==> src/rtl/int_to_single_sched.sv <==
// Shares one pipelined int-to-single converter between NUM_REQ requesters.
// Round-robin admission, a tag pipe that follows each conversion, and a stb/ack result port per requester.
module int_to_single_sched #(
  parameter int NUM_REQ = 4,
  parameter int LATENCY = 4
) (
  input  logic                  clk,
  input  logic                  rst,
  input  logic [NUM_REQ*32-1:0] in_a,
  input  logic [NUM_REQ-1:0]    in_stb,
  output logic [NUM_REQ-1:0]    in_ack,
  output logic [NUM_REQ*32-1:0] out_z,
  output logic [NUM_REQ-1:0]    out_stb,
  input  logic [NUM_REQ-1:0]    out_ack,
  output logic [31:0]           conv_a,
  input  logic [31:0]           conv_z
);

  localparam int PW = $clog2(NUM_REQ);

  typedef enum logic [1:0] {
    IDLE = 2'd0,
    BUSY = 2'd1,
    DONE = 2'd2
  } state_t;

  state_t                r_state [NUM_REQ];
  logic [PW-1:0]         r_ptr;
  logic                  r_tagValid [LATENCY+1];
  logic [PW-1:0]         r_tag [LATENCY+1];
  logic [31:0]           r_convA;
  logic [NUM_REQ*32-1:0] r_outZ;
  logic [NUM_REQ-1:0]    r_outStb;

  logic [NUM_REQ-1:0]    w_elig;
  logic                  w_grantValid;
  logic [PW-1:0]         w_grantIdx;
  logic [PW-1:0]         w_ptrNext;
  logic [31:0]           w_grantA;

  function automatic logic [PW-1:0] wrapIdx(input int v);
    return PW'(v % NUM_REQ);
  endfunction

  // Only idle requesters may be admitted; nothing is granted while in reset.
  always_comb begin
    w_elig = '0;
    for (int i = 0; i < NUM_REQ; i++) begin
      w_elig[i] = in_stb[i] && (r_state[i] == IDLE) && !rst;
    end
  end

  // Scan downward so the last hit written is the first one at or after r_ptr.
  always_comb begin
    w_grantValid = 1'b0;
    w_grantIdx   = '0;
    for (int k = NUM_REQ - 1; k >= 0; k--) begin
      if (w_elig[wrapIdx(int'(r_ptr) + k)]) begin
        w_grantValid = 1'b1;
        w_grantIdx   = wrapIdx(int'(r_ptr) + k);
      end
    end
  end

  always_comb begin
    in_ack   = '0;
    w_grantA = '0;
    for (int i = 0; i < NUM_REQ; i++) begin
      if (w_grantValid && (w_grantIdx == PW'(i))) begin
        in_ack[i] = 1'b1;
        w_grantA  = in_a[32*i +: 32];
      end
    end
    w_ptrNext = (w_grantIdx == PW'(NUM_REQ - 1)) ? '0 : w_grantIdx + 1'b1;
  end

  always_ff @(posedge clk) begin
    if (rst) begin
      r_ptr    <= '0;
      r_convA  <= '0;
      r_outZ   <= '0;
      r_outStb <= '0;
      for (int i = 0; i < NUM_REQ; i++) begin
        r_state[i] <= IDLE;
      end
      for (int k = 0; k <= LATENCY; k++) begin
        r_tagValid[k] <= 1'b0;
        r_tag[k]      <= '0;
      end
    end else begin
      r_tagValid[0] <= w_grantValid;
      r_tag[0]      <= w_grantIdx;
      for (int k = 1; k <= LATENCY; k++) begin
        r_tagValid[k] <= r_tagValid[k-1];
        r_tag[k]      <= r_tag[k-1];
      end
      if (w_grantValid) begin
        r_convA <= w_grantA;
        r_ptr   <= w_ptrNext;
      end
      // Grant, capture and hand-off are mutually exclusive per requester by state.
      for (int i = 0; i < NUM_REQ; i++) begin
        if (w_grantValid && (w_grantIdx == PW'(i))) begin
          r_state[i] <= BUSY;
        end else if (r_tagValid[LATENCY] && (r_tag[LATENCY] == PW'(i))) begin
          r_state[i]          <= DONE;
          r_outStb[i]         <= 1'b1;
          r_outZ[32*i +: 32]  <= conv_z;
        end else if (r_outStb[i] && out_ack[i]) begin
          r_state[i]  <= IDLE;
          r_outStb[i] <= 1'b0;
        end
      end
    end
  end

  assign conv_a  = r_convA;
  assign out_z   = r_outZ;
  assign out_stb = r_outStb;

endmodule

==> config.mk <==
export PLATFORM = sky130hd
export DESIGN_NAME = int_to_single_sched
export DESIGN_NICKNAME = d
export VERILOG_FILES = /design/src/rtl/int_to_single_sched.sv
export SDC_FILE = /design/constraint.sdc
export NUM_CORES = 1
export LEC_CHECK = 0
export CAP_MARGIN = 20
export CORE_ASPECT_RATIO = 0.75
export CORE_UTILIZATION = 40
export CTS_CLUSTER_SIZE = 20
export DETAILED_ROUTE_END_ITERATION = 7
export DONT_BUFFER_PORTS = 1
export MAX_ROUTING_LAYER = met4
export REMOVE_ABC_BUFFERS = 1
export SLEW_MARGIN = 15
export SYNTH_ARGS = -nofsm -noshare
export SYNTH_HDL_FRONTEND = slang
export SYNTH_SLANG_ARGS = --single-unit
==> constraint.sdc <==
create_clock -name clk -period 5 [get_ports clk]
set_input_delay 0.75 -clock clk [delete_from_list [all_inputs] [get_ports clk]]
set_output_delay 0.75 -clock clk [all_outputs]
set_load 0.005 [all_outputs]
# Yosys cells after proc, flatten, opt, wreduce, memory -nomap -nowiden
# Memories as Yosys holds them, arrays and structs flattened.
# Index checks and enable logic that the tools add are counted.
# classes
addsub,4
order_cmp,4
n_eq_ne,6
muxes,102
bitwise,26
reduce_logical,39
# ops
operator,count
32-bit two-way mux,4
1-bit two-way mux,72
2-bit two-way mux,22
1-bit OR,22
1-bit logical AND,20
2-bit AND reduction,8
2-bit zero test,6
2-bit by 3-bit < comparator with 1-bit output (second input constant),4
1-bit binary-select mux with 2-bit select,4
2-bit == test (second input constant),4
2-bit nonzero test,4
2-bit by 1-bit adder with 2-bit output (second input constant),2
2-bit adder (second input constant),2
2-bit by 1-bit == test with 1-bit output (second input constant),2
1-bit NOT,4
1-bit zero test,1
# word_totals
ff_bits,166
ram_bits,23
output_inout_bits,168
word_cells,194
memories,3
# mem_list
memory,words,width,read_ports,rd_clocked_by_memory_dff,write_ports,line_no,rtl
r_tag,5,2,5,0,5,30,logic [PW-1:0] r_tag [LATENCY+1];
r_state,4,2,4,0,4,27,state_t r_state [NUM_REQ];
r_tagValid,5,1,5,0,5,29,logic r_tagValid [LATENCY+1];

# Longest topological paths before layout
# logic_depth
ltp_word,17
ltp_mapped,12
mapped_depth_nobuf,9

# Worst setup path before layout
# OpenSTA, ideal clock, no wires.
# synth_timing
path_kind,input to output
start,input rst
end,output in_ack[1]
t_arrival_ns,3.002
required_ns,4.250
slack_ns,1.248
path_stages,9
cell_sequence,buf_2 or4b_2 o21ai_0 a21oi_1 o22ai_1 ha_1 clkbuf_1 clkbuf_1 and2_1
# synth_via
elab_chain_cells,11
# synth_rtl
item,line_no,rtl
start: declaration,8,"input logic rst,"
1-bit zero test (*),49,w_elig[i] = in_stb[i] && (r_state[i] == IDLE) && !rst;
1-bit logical AND,49,
1-bit binary-select mux with 2-bit select,58,if (w_elig[wrapIdx(int'(r_ptr) + k)]) begin
1-bit two-way mux (not written as such),58,
2-bit two-way mux (4 in a row),58,
2-bit by 1-bit == test with 1-bit output,69,if (w_grantValid && (w_grantIdx == PW'(i))) begin
1-bit logical AND (*),69,
1-bit two-way mux (*),69,
end: declaration,11,"output logic [NUM_REQ-1:0] in_ack,"
# Mark *: on every way between the ends. The rest lies on a longest branch, timed or not. The select of a mux whose other input is x is not followed.

==> impl_metrics.json <==
{
  "timing.final.crit_share": 0.809,
  "worstPathArrival_ps": 3290,
  "fin_crit_ps": 4040,
  "hold_viol_final": 0,
  "cts_tree": "done",
  "syn2layout_area_growth_pct": 9.60,
  "synthArstFlopShare": 0,
  "slowest_delay_ps": 730,
  "maxSlewHeadroom": 0.403,
  "synth_warnings": 0,
  "rsz0062_at_grt": "no",
  "clock_path_buffers": 2,
  "hp-class": "in -> reg",
  "maxClockFrequency_ghz": 0.247,
  "insertion_delay_ps": 430,
  "synth_top_area_frac": 0.464,
  "setup_violations": 0,
  "htreeDepth": 4,
  "synth.most_common_cell": "nand2_1",
  "vias_per_cell": 5.63,
  "dr.pass1.iters": 5,
  "leakage_nw": 3.72,
  "hpwlAfterDp_um": 14600,
  "drv_slew": 0,
  "cts_root_buf": "clkbuf_16",
  "avgSynthCellArea_um2": 9.57,
  "skew_ps": 14.2,
  "cts_hold_buf": 0,
  "wl_per_cell_um": 20.0,
  "die_w_um": 163,
  "ys_top_cells_by_count": "nand2_1 (232), dfxtp_1 (181), mux2i_1 (128)",
  "path_max_fanout": 13,
  "syn-cell-area_um2": 7810,
  "gp_congestion": 0.885,
  "post_cts_buffers": 0,
  "grt_pass1_vias": 5416,
  "end_kind": "primary output",
  "synth-seq-cells": 189,
  "ant_nets": 0,
  "setup_tns_ps": 0,
  "wirelength_um": 20900,
  "route.detailed.drc": 0,
  "vdd_ir_drop_max_uv": 177,
  "rows": 43,
  "die_h_um": 123,
  "synth_ff_type": "dfxtp_1",
  "synth_cell_types": 41,
  "postPlaceCellArea_um2": 7970,
  "io-pin-count": 338,
  "grt_pass1_wl_um": 31100,
  "ctsResizeCount": 0,
  "max-cap-violations": 0,
  "path_cells": "nor4b_2, o221ai_1, a22oi_1, ha_1, o41ai_2, inv_2",
  "yosysSeqAreaShare": 0.495,
  "synth_enable_flop_cells": 8,
  "worstPathRequired_ps": 4250,
  "grt_max_degree": 70,
  "grt_usage": 0.207,
  "port_buffers": 0,
  "antenna_found_initial": 0,
  "grt_overflow": 0,
  "synth_area_leaders": "dfxtp_1 (46%), mux2i_1 (16%), nand2_1 (11%)",
  "initial_core_util": 0.416,
  "vias": 5897,
  "antenna_cells": 0,
  "drt_iter0_markers": 493,
  "cp-start-kind": "flop",
  "reg2reg_slack_ps": 1400,
  "clock_sink_count": 189,
  "post_route_cells_drive_above_1_share": 0.0863,
  "dieArea_um2": 20100,
  "synth_cells": 816,
  "worstSetupPathType": "reg -> out",
  "worst_pin_slew_ps": 895,
  "nNetsFinal": 961,
  "slowest_stage": "nor4b_2",
  "cts_buffers": 17,
  "hold_slack_ps": 383,
  "yosysTopAreaCell": "dfxtp_1",
  "final_cell_area_um2": 8560,
  "power_density_nw_per_um2": 383,
  "path_clk_slew_ps": 70,
  "core-area_um2": 18800,
  "outcome": "completed"
}
[critical path, delay by kind of cell, from the launching register on]
family                   cells  cell delay [ps]
AO/OA/AOI/OAI                3              890
AND/OR/NAND/NOR              1              730
adder cells (fa/ha/maj)      1              560
flip-flops                   1              400
buffers and inverters        1              280
[stage by stage]
stage | instances | worst slack (ps) | utilization | total power, W
final | 1047 | 956 | 0.456 | 0.00328
after global routing | 1047 | 749 | 0.456 | 0.00341
after CTS | 1047 | 987 | 0.456 | 0.00331
after detailed placement | 1015 | 1090 | 0.424 | 0.00196
after global placement | 1015 | 1130 | 0.424 | 0.00196
after floorplan | 753 | 379 | - | 0.00186
[final cells by class]
cell class              count  area (µm²)
fillers                  1783       10200
inverters                  14        55.1
multi-input cells         550        3610
clock inverters            14         163
repair buffers             15         125
clock buffers              18         429
flip-flops and latches    189        3860
well taps                 247         309
[sequential cells by signal, indices dropped and copies added (netlist names)]
name	count
r_state	8
conv_a	32
r_tagValid	5
r_ptr	2
out_z	128
out_stb	4
r_tag	10
[kinds of logic after synthesis]
| family | Yosys count | share of synthesized area |
|---|---|---|
| AOI/OAI and AO/OA | 140 | 0.136 |
| DFF | 189 | 0.495 |
| and+or+nand+nor | 278 | 0.153 |
| buffers and inverters | 77 | 0.0453 |
| adders and majority gates | 4 | 0.00641 |
| muxes | 128 | 0.164 |
[cells in the final DEF, fill, tap and decap left out, types with 8 or more instances in the layout]
cell type,Yosys,layout
a21oi_1,19,18
a221o_1,24,24
a32o_1,24,24
buf_4,14,14
clkbuf_16,0,17
dfxtp_1,181,181
edfxtp_1,8,8
inv_1,12,11
mux2i_1,128,128
nand2_1,232,232
nor2_1,11,10
nor2b_1,13,13
o21ai_0,40,40
[power breakdown]
part	internal (W)	leakage, nW	switching, W
clock network	0.000680	0.290	0.000676
logic	0.000114	1.88	0.000182
registers	0.00158	1.55	0.0000508
total	0.00237	3.72	0.000908
[worst paths after layout]
check           startpoint  cells after the start           to
max          r_state[1][1]                      6    in_ack[3]
max reg2reg  r_state[0][1]                      9   out_z[101]
min                    rst                      1  r_tag[0][4]
min reg2reg    r_tag[0][7]                      1  r_tag[0][9]
[routing by layer]
layer | GRT usage | share of wire | up-vias | wire length, µm
met5 | - | 0 | - | 0
met4 | 0.0438 | 0.0099 | 0 | 206
met3 | 0.0681 | 0.094 | 18 | 1960
met2 | 0.303 | 0.45 | 255 | 9310
met1 | 0.275 | 0.45 | 2835 | 9430
li1 | - | - | 2789 | -
(Power assumes the default switching activity.)
==> edit 1, RTL diff (same settings) <==
Change the parameter `NUM_REQ` from 4 to 8.
--- a/src/rtl/int_to_single_sched.sv
+++ b/src/rtl/int_to_single_sched.sv
@@ -1,7 +1,7 @@
 // Shares one pipelined int-to-single converter between NUM_REQ requesters.
 // Round-robin admission, a tag pipe that follows each conversion, and a stb/ack result port per requester.
 module int_to_single_sched #(
-  parameter int NUM_REQ = 4,
+  parameter int NUM_REQ = 8,
   parameter int LATENCY = 4
 ) (
   input  logic                  clk,
Ports: changed (6 resized); port bits go from 338 to 610. The function was not compared with the original's and may differ.
==> edit 1 against the unedited design <==
- the flow now finishes with violations (design-rule violations)
- worst setup slack lost 0.70 ns
- sequential cell count up 146
- area after synthesis grew 110%
- design area grew 110%
- combinational power grew to 30 times the old value
- wire length rose to 2.8 times the old value
- power grew to 4.4 times the old value
- core utilization decreased by 0.61 points
- critical path depth is 6 higher
- largest power group is now combinational cells
- highest routed layer unchanged
==> edit 1: results (changes against the unedited design) <==
Routing
  – Initial DRC count: 1,292 (+160%)
  – Drt wl/cell: 25.38 µm (+27%)
  – Drt pass-1 iters: 8 (+3)
  – DR vias/cell: 5.991 (+6.4%)
  – DRC: 10 (+10)

Placement
  – RePlAce Congestion: 0.9721 (+9.9%)
  – DPL Wire Length: 41,030 µm (+180%)

Worst setup path
  – CP peak stage delay: 0.62 ns (-0.11 ns)
  – Arrival @ worst endpoint: 3.99 ns (+0.70 ns)
  – CP max FO: 20 (+7)

Logic synthesis
  – Average cell area after synthesis: 8.767 µm² (-8.4%)
  – Synth top area cells: dfxtp_1, mux2i_1, nor2_1, a221oi_1, nand2_1
  – Number of synthesized flops with an enable pin: 16 (+8)
  – Multiplexer share of the synthesized area: 16.85% (+0.44 points)
  – Commonest cells in the synthesized netlist: dfxtp_1, nor2_1, mux2i_1
  – Unique masters post-synth: 71 (+73%)
  – Sequential share of the synthesized area: 42.45% (-7.0 points)
  – Compound-Gate Fraction of Synth Area: 16.42% (+2.8 points)

Clock network
  – Total CTS buffers: 36 (+19)
  – H-tree depth: 2 (-2)
  – Clock Latency Late Sink: 0.52 ns (+0.09 ns)
  – Deepest clock path buffer count: 3 (+1)

Pwr
  – Static Leak: 6.995 nW (+88%)
  – Peak supply drop: 1007 µV (+470%)

Layout
  – Layout net count: 2,086 (+120%)
  – # fillers: 3,844 (+120%)
  – Ratio of cells with drive above 1 in the final layout: 8.134% (-0.49 points)
  – Max reg flops: 256 (+100%)

Status
  – Status: complete, but fails checks
  – Violated checks: design-rule violations

GRT
  – GRT Overall Usage: 27.82% (+7.1 points)
  – First-pass GRT wire length: 85,480 µm (+180%)
  – Vias in the first global route: 13,253 (+140%)
  – Initial antenna violation count: 2 (+2)

STA
  – Slew HR: 46.43% (+6.1 points)
  – Clock Skews: 0.01401 ns (-0.0001744 ns)
-- edit 1: metrics by stage --
step / TNS (ns) / cells / total power [mW] / hold slack, ns / worst slack, ns
CTS: 0 / 2315 / 14.43 / 0.2852 / 0.1129
floorplan: -486.22 / 1690 / 8.659 / 0.4138 / -3.362
global placement: 0 / 2254 / 11.72 / 0.4163 / 0.3587
finish: 0 / 2317 / 14.58 / 0.3075 / 0.2574
global route: 0 / 2317 / 15.65 / 0.2872 / 0.03486
detailed placement: 0 / 2254 / 11.84 / 0.4234 / 0.3184
-- edit 1: area by class of cell --
cell class	instances	area [µm²]	area share, %
Sequential cell	335	6867	38.51
Tap cell	520	650.6	3.649
Timing Repair Buffer	44	467.9	2.624
Antenna cell	2	5.005	0.02807
Multi-Input combinational cell	1304	8536	47.87
Inverter	51	191.4	1.074
Clock buffer	47	1015	5.691
Clock inverter	14	98.84	0.5543
-- edit 1: path summary, 6_finish.rpt --
| check | from | endpoint | slack (ns) | depth (start not counted) |
|---|---|---|---|---|
| setup / recovery | r_ptr[0]$_SDFFE_PP0P_ | in_ack[3] | 0.26 | 12 |
| hold / removal | rst | out_z[126]$_SDFFE_PP0N_ | 0.31 | 1 |
| setup reg to reg | r_state[0][7]$_SDFFCE_PP0P_ | conv_a[9]$_SDFFE_PP0P_ | 0.67 | 16 |
| hold reg to reg | r_tagValid[0][3]$_SDFF_PP0_ | r_tagValid[0][4]$_SDFF_PP0_ | 0.43 | 1 |
-- edit 1: power breakdown --
group | switching (mW) | internal [mW] | leakage [nW]
Combinational | 5.58 | 3.27 | 3.71
Clock | 1.13 | 1.44 | 0.539
Sequential | 0.189 | 2.96 | 2.75
Total | 6.90 | 7.68 | 6.99
-- edit 1: metal layers --
layer | up-vias | wire length, µm | track usage [%]
met3 | 115 | 5602 | 7.494
met1 | 6715 | 24890 | 36.55
met4 | 0 | 1735 | 8.360
met5 | - | 0 | -
li1 | 6346 | - | -
met2 | 706 | 26590 | 41.48
-- edit 1: logic make-up after synthesis --
| family | count (synthesis) |
|---|---|
| and+or+nand+nor | 649 |
| AOI/OAI and AO/OA | 378 |
| DFF | 335 |
| muxes | 267 |
| buffers and inverters | 206 |
| adders and majority gates | 8 |
| xor gates and xnor gates | 2 |
-- edit 1: timing repair --
action / 4_1_cts / 5_1_grt
gates resized for setup: 0 / 10
endpoints found under the setup margin: 0 / 5
setup buffers: 0 / 0
==> edit 2, RTL diff (same settings) <==
Without the edit above. Reset style: asynchronous (`rst`), changed in one clocked block.
--- a/src/rtl/int_to_single_sched.sv
+++ b/src/rtl/int_to_single_sched.sv
@@ -74,7 +74,7 @@
     w_ptrNext = (w_grantIdx == PW'(NUM_REQ - 1)) ? '0 : w_grantIdx + 1'b1;
   end
 
-  always_ff @(posedge clk) begin
+  always_ff @(posedge clk or posedge rst) begin
     if (rst) begin
       r_ptr    <= '0;
       r_convA  <= '0;
Check against the original RTL: differs if rst is asserted again (counterexample within 4 cycles, from zero or initial values and one cycle with rst high); with rst held inactive, the same outputs for 4 cycles.
==> edit 2 against the unedited design <==
- the flow now finishes with violations (design-rule violations)
- wire length fell by 9.0%
- highest routed layer unchanged
- worst setup slack better by 0.41 ns
- design area rose by 1.9%
- area after synthesis increased by 0.30%
- register-to-register slack gained 0.05 ns
- via count decreased by 16%
- synthesized cell count is 29% lower
- fmax increased by 11%
- non-clock buffer count decreased by 3
- count of clock-buffer cells in the layout is the same
- sequential cell count unchanged
Power is not compared: it rests on default switching activity, and its combinational part moved more than twofold at a synthesized area within 25%.
==> edit 2: results (changes against the unedited design) <==
Placement
  – RePlAce Congestion: 0.9523 (+7.7%)
  – DPL Wire Length: 13,190 µm (-9.4%)
  – I/O Buffers: 0 (unchanged)
  – Placed Cells: 797 (-21%)
  – Dpl ws: 1.111 ns (+0.02532 ns)
  – Dpl cell area: 0.008054 mm² (+1.1%)

Routing
  – Routed WL: 19,020 µm (-9.0%)
  – Drt pass-1 iters: 8 (+3)
  – DRC: 19 (+19)
  – Initial DRC count: 489 (-0.81%)
  – Vias: 4,929 (-16%)

Layout
  – Ratio of cells with drive above 1 in the final layout: 26.42% (+18 points)
  – Layout Cells excl Fill: 831 (-21%)
  – # fillers: 1,678 (-5.9%)
  – Layout net count: 744 (-23%)

STA
  – Slew HR: 28.81% (-11 points)
  – Clock Skews: 0.01027 ns (-0.003916 ns)

Clock network
  – Clock root buffer: clkbuf_16
  – H-tree depth: 4 (unchanged)
  – # Post-CTS Setup Buffers: 0 (unchanged)
  – Total CTS buffers: 17 (unchanged)
  – CTS-repair resized insts: 0 (unchanged)

Logic synthesis
  – Synth top area cells: dfrtp_1, mux2_2, mux2_1, a221o_1, a222oi_1
  – Unique masters post-synth: 42 (+2.4%)
  – Sequential share of the synthesized area: 60.38% (+11 points)
  – FFs w/ async S/R, synth: 100.0% (+100 points)
  – Cells after synthesis: 577 (-29%)
  – Prevailing post-synth register cell: dfrtp_1
  – YS warnings: 0 (unchanged)
  – Commonest cells in the synthesized netlist: dfrtp_1, mux2_2, nor2_1

Min path
  – Hold crit path type: input pin to async pin

GRT
  – Largest net degree at the start of global routing: 114 (+63%)
  – Vias in the first global route: 5,005 (-7.6%)
  – Initial antenna violation count: 1 (+1)
  – First-pass GRT wire length: 28,700 µm (-7.6%)
  – GRT Overall Usage: 19.27% (-1.4 points)

Pwr
  – Peak supply drop: 261.9 µV

Worst setup path
  – CP max FO: 12 (-1)

Status
  – Status: complete, but fails checks
  – Violated checks: design-rule violations
## edit 2: final timing paths
check	startpoint	to	slack, ns	cells after the start
setup / recovery	r_state[6]$_DFFE_PP0P_	in_ack[0]	1.36	7
setup reg to reg	r_state[6]$_DFFE_PP0P_	out_z[11]$_DFFE_PP0P_	1.45	8
min in group clk	r_tag[5]$_DFF_PP0_	r_tag[3]$_DFF_PP0_	0.35	0
hold / removal	rst	r_state[3]$_DFFE_PP0P_	0.14	1
hold reg to reg	r_tag[5]$_DFF_PP0_	r_tag[3]$_DFF_PP0_	0.35	0
max in group asynchronous	rst	out_z[25]$_DFFE_PP0P_	3.70	3
## edit 2: area by class of cell
type,instances,area (µm²),share of cell area [%]
antenna,1,2.502,0.02871
clock buffer,18,439.2,5.038
clock inverter,14,193.9,2.225
inverter,17,68.82,0.7894
multi-input combinational,333,2851,32.71
sequential,189,4730,54.26
tap,247,309.0,3.545
timing repair buffer,12,122.6,1.407
## edit 2: kinds of logic after synthesis
kind of cell,after synthesis,share of synthesized area [%]
adders and majority gates,4,0.6390
AOI/OAI and AO/OA,107,10.99
DFF,189,60.38
muxes,128,18.40
and+or+nand+nor,94,6.118
buffers and inverters,55,3.466
## edit 2: layer usage
| metal | global-route usage (%) | up-vias | wire, µm |
|---|---|---|---|
| met5 | - | - | 0 |
| met4 | 7.350 | 0 | 374 |
| met3 | 6.474 | 30 | 1717 |
| met2 | 27.09 | 225 | 8727 |
| met1 | 25.66 | 2559 | 8200 |
| li1 | - | 2115 | - |
## edit 2: power groups by stage
stage          Combinational, mW  Clock, mW  Sequential [mW]
6_report                    1.64       1.44             2.95
5_1_grt                     1.82       1.54             3.04
4_1_cts                     1.65       1.47             2.96
3_5_place_dp                1.65          0             2.98
3_3_place_gp                1.55          0             2.97
2_1_floorplan               1.32          0             2.72
## edit 2: worst max-delay path, stage by stage, from the launching register on
cell	delay, ns
dfrtp_1	0.41
nor4b_4	0.62
a21oi_1	0.14
o21a_1	0.20
o22ai_1	0.21
ha_1	0.50
o41ai_2	0.22
inv_1	0.16
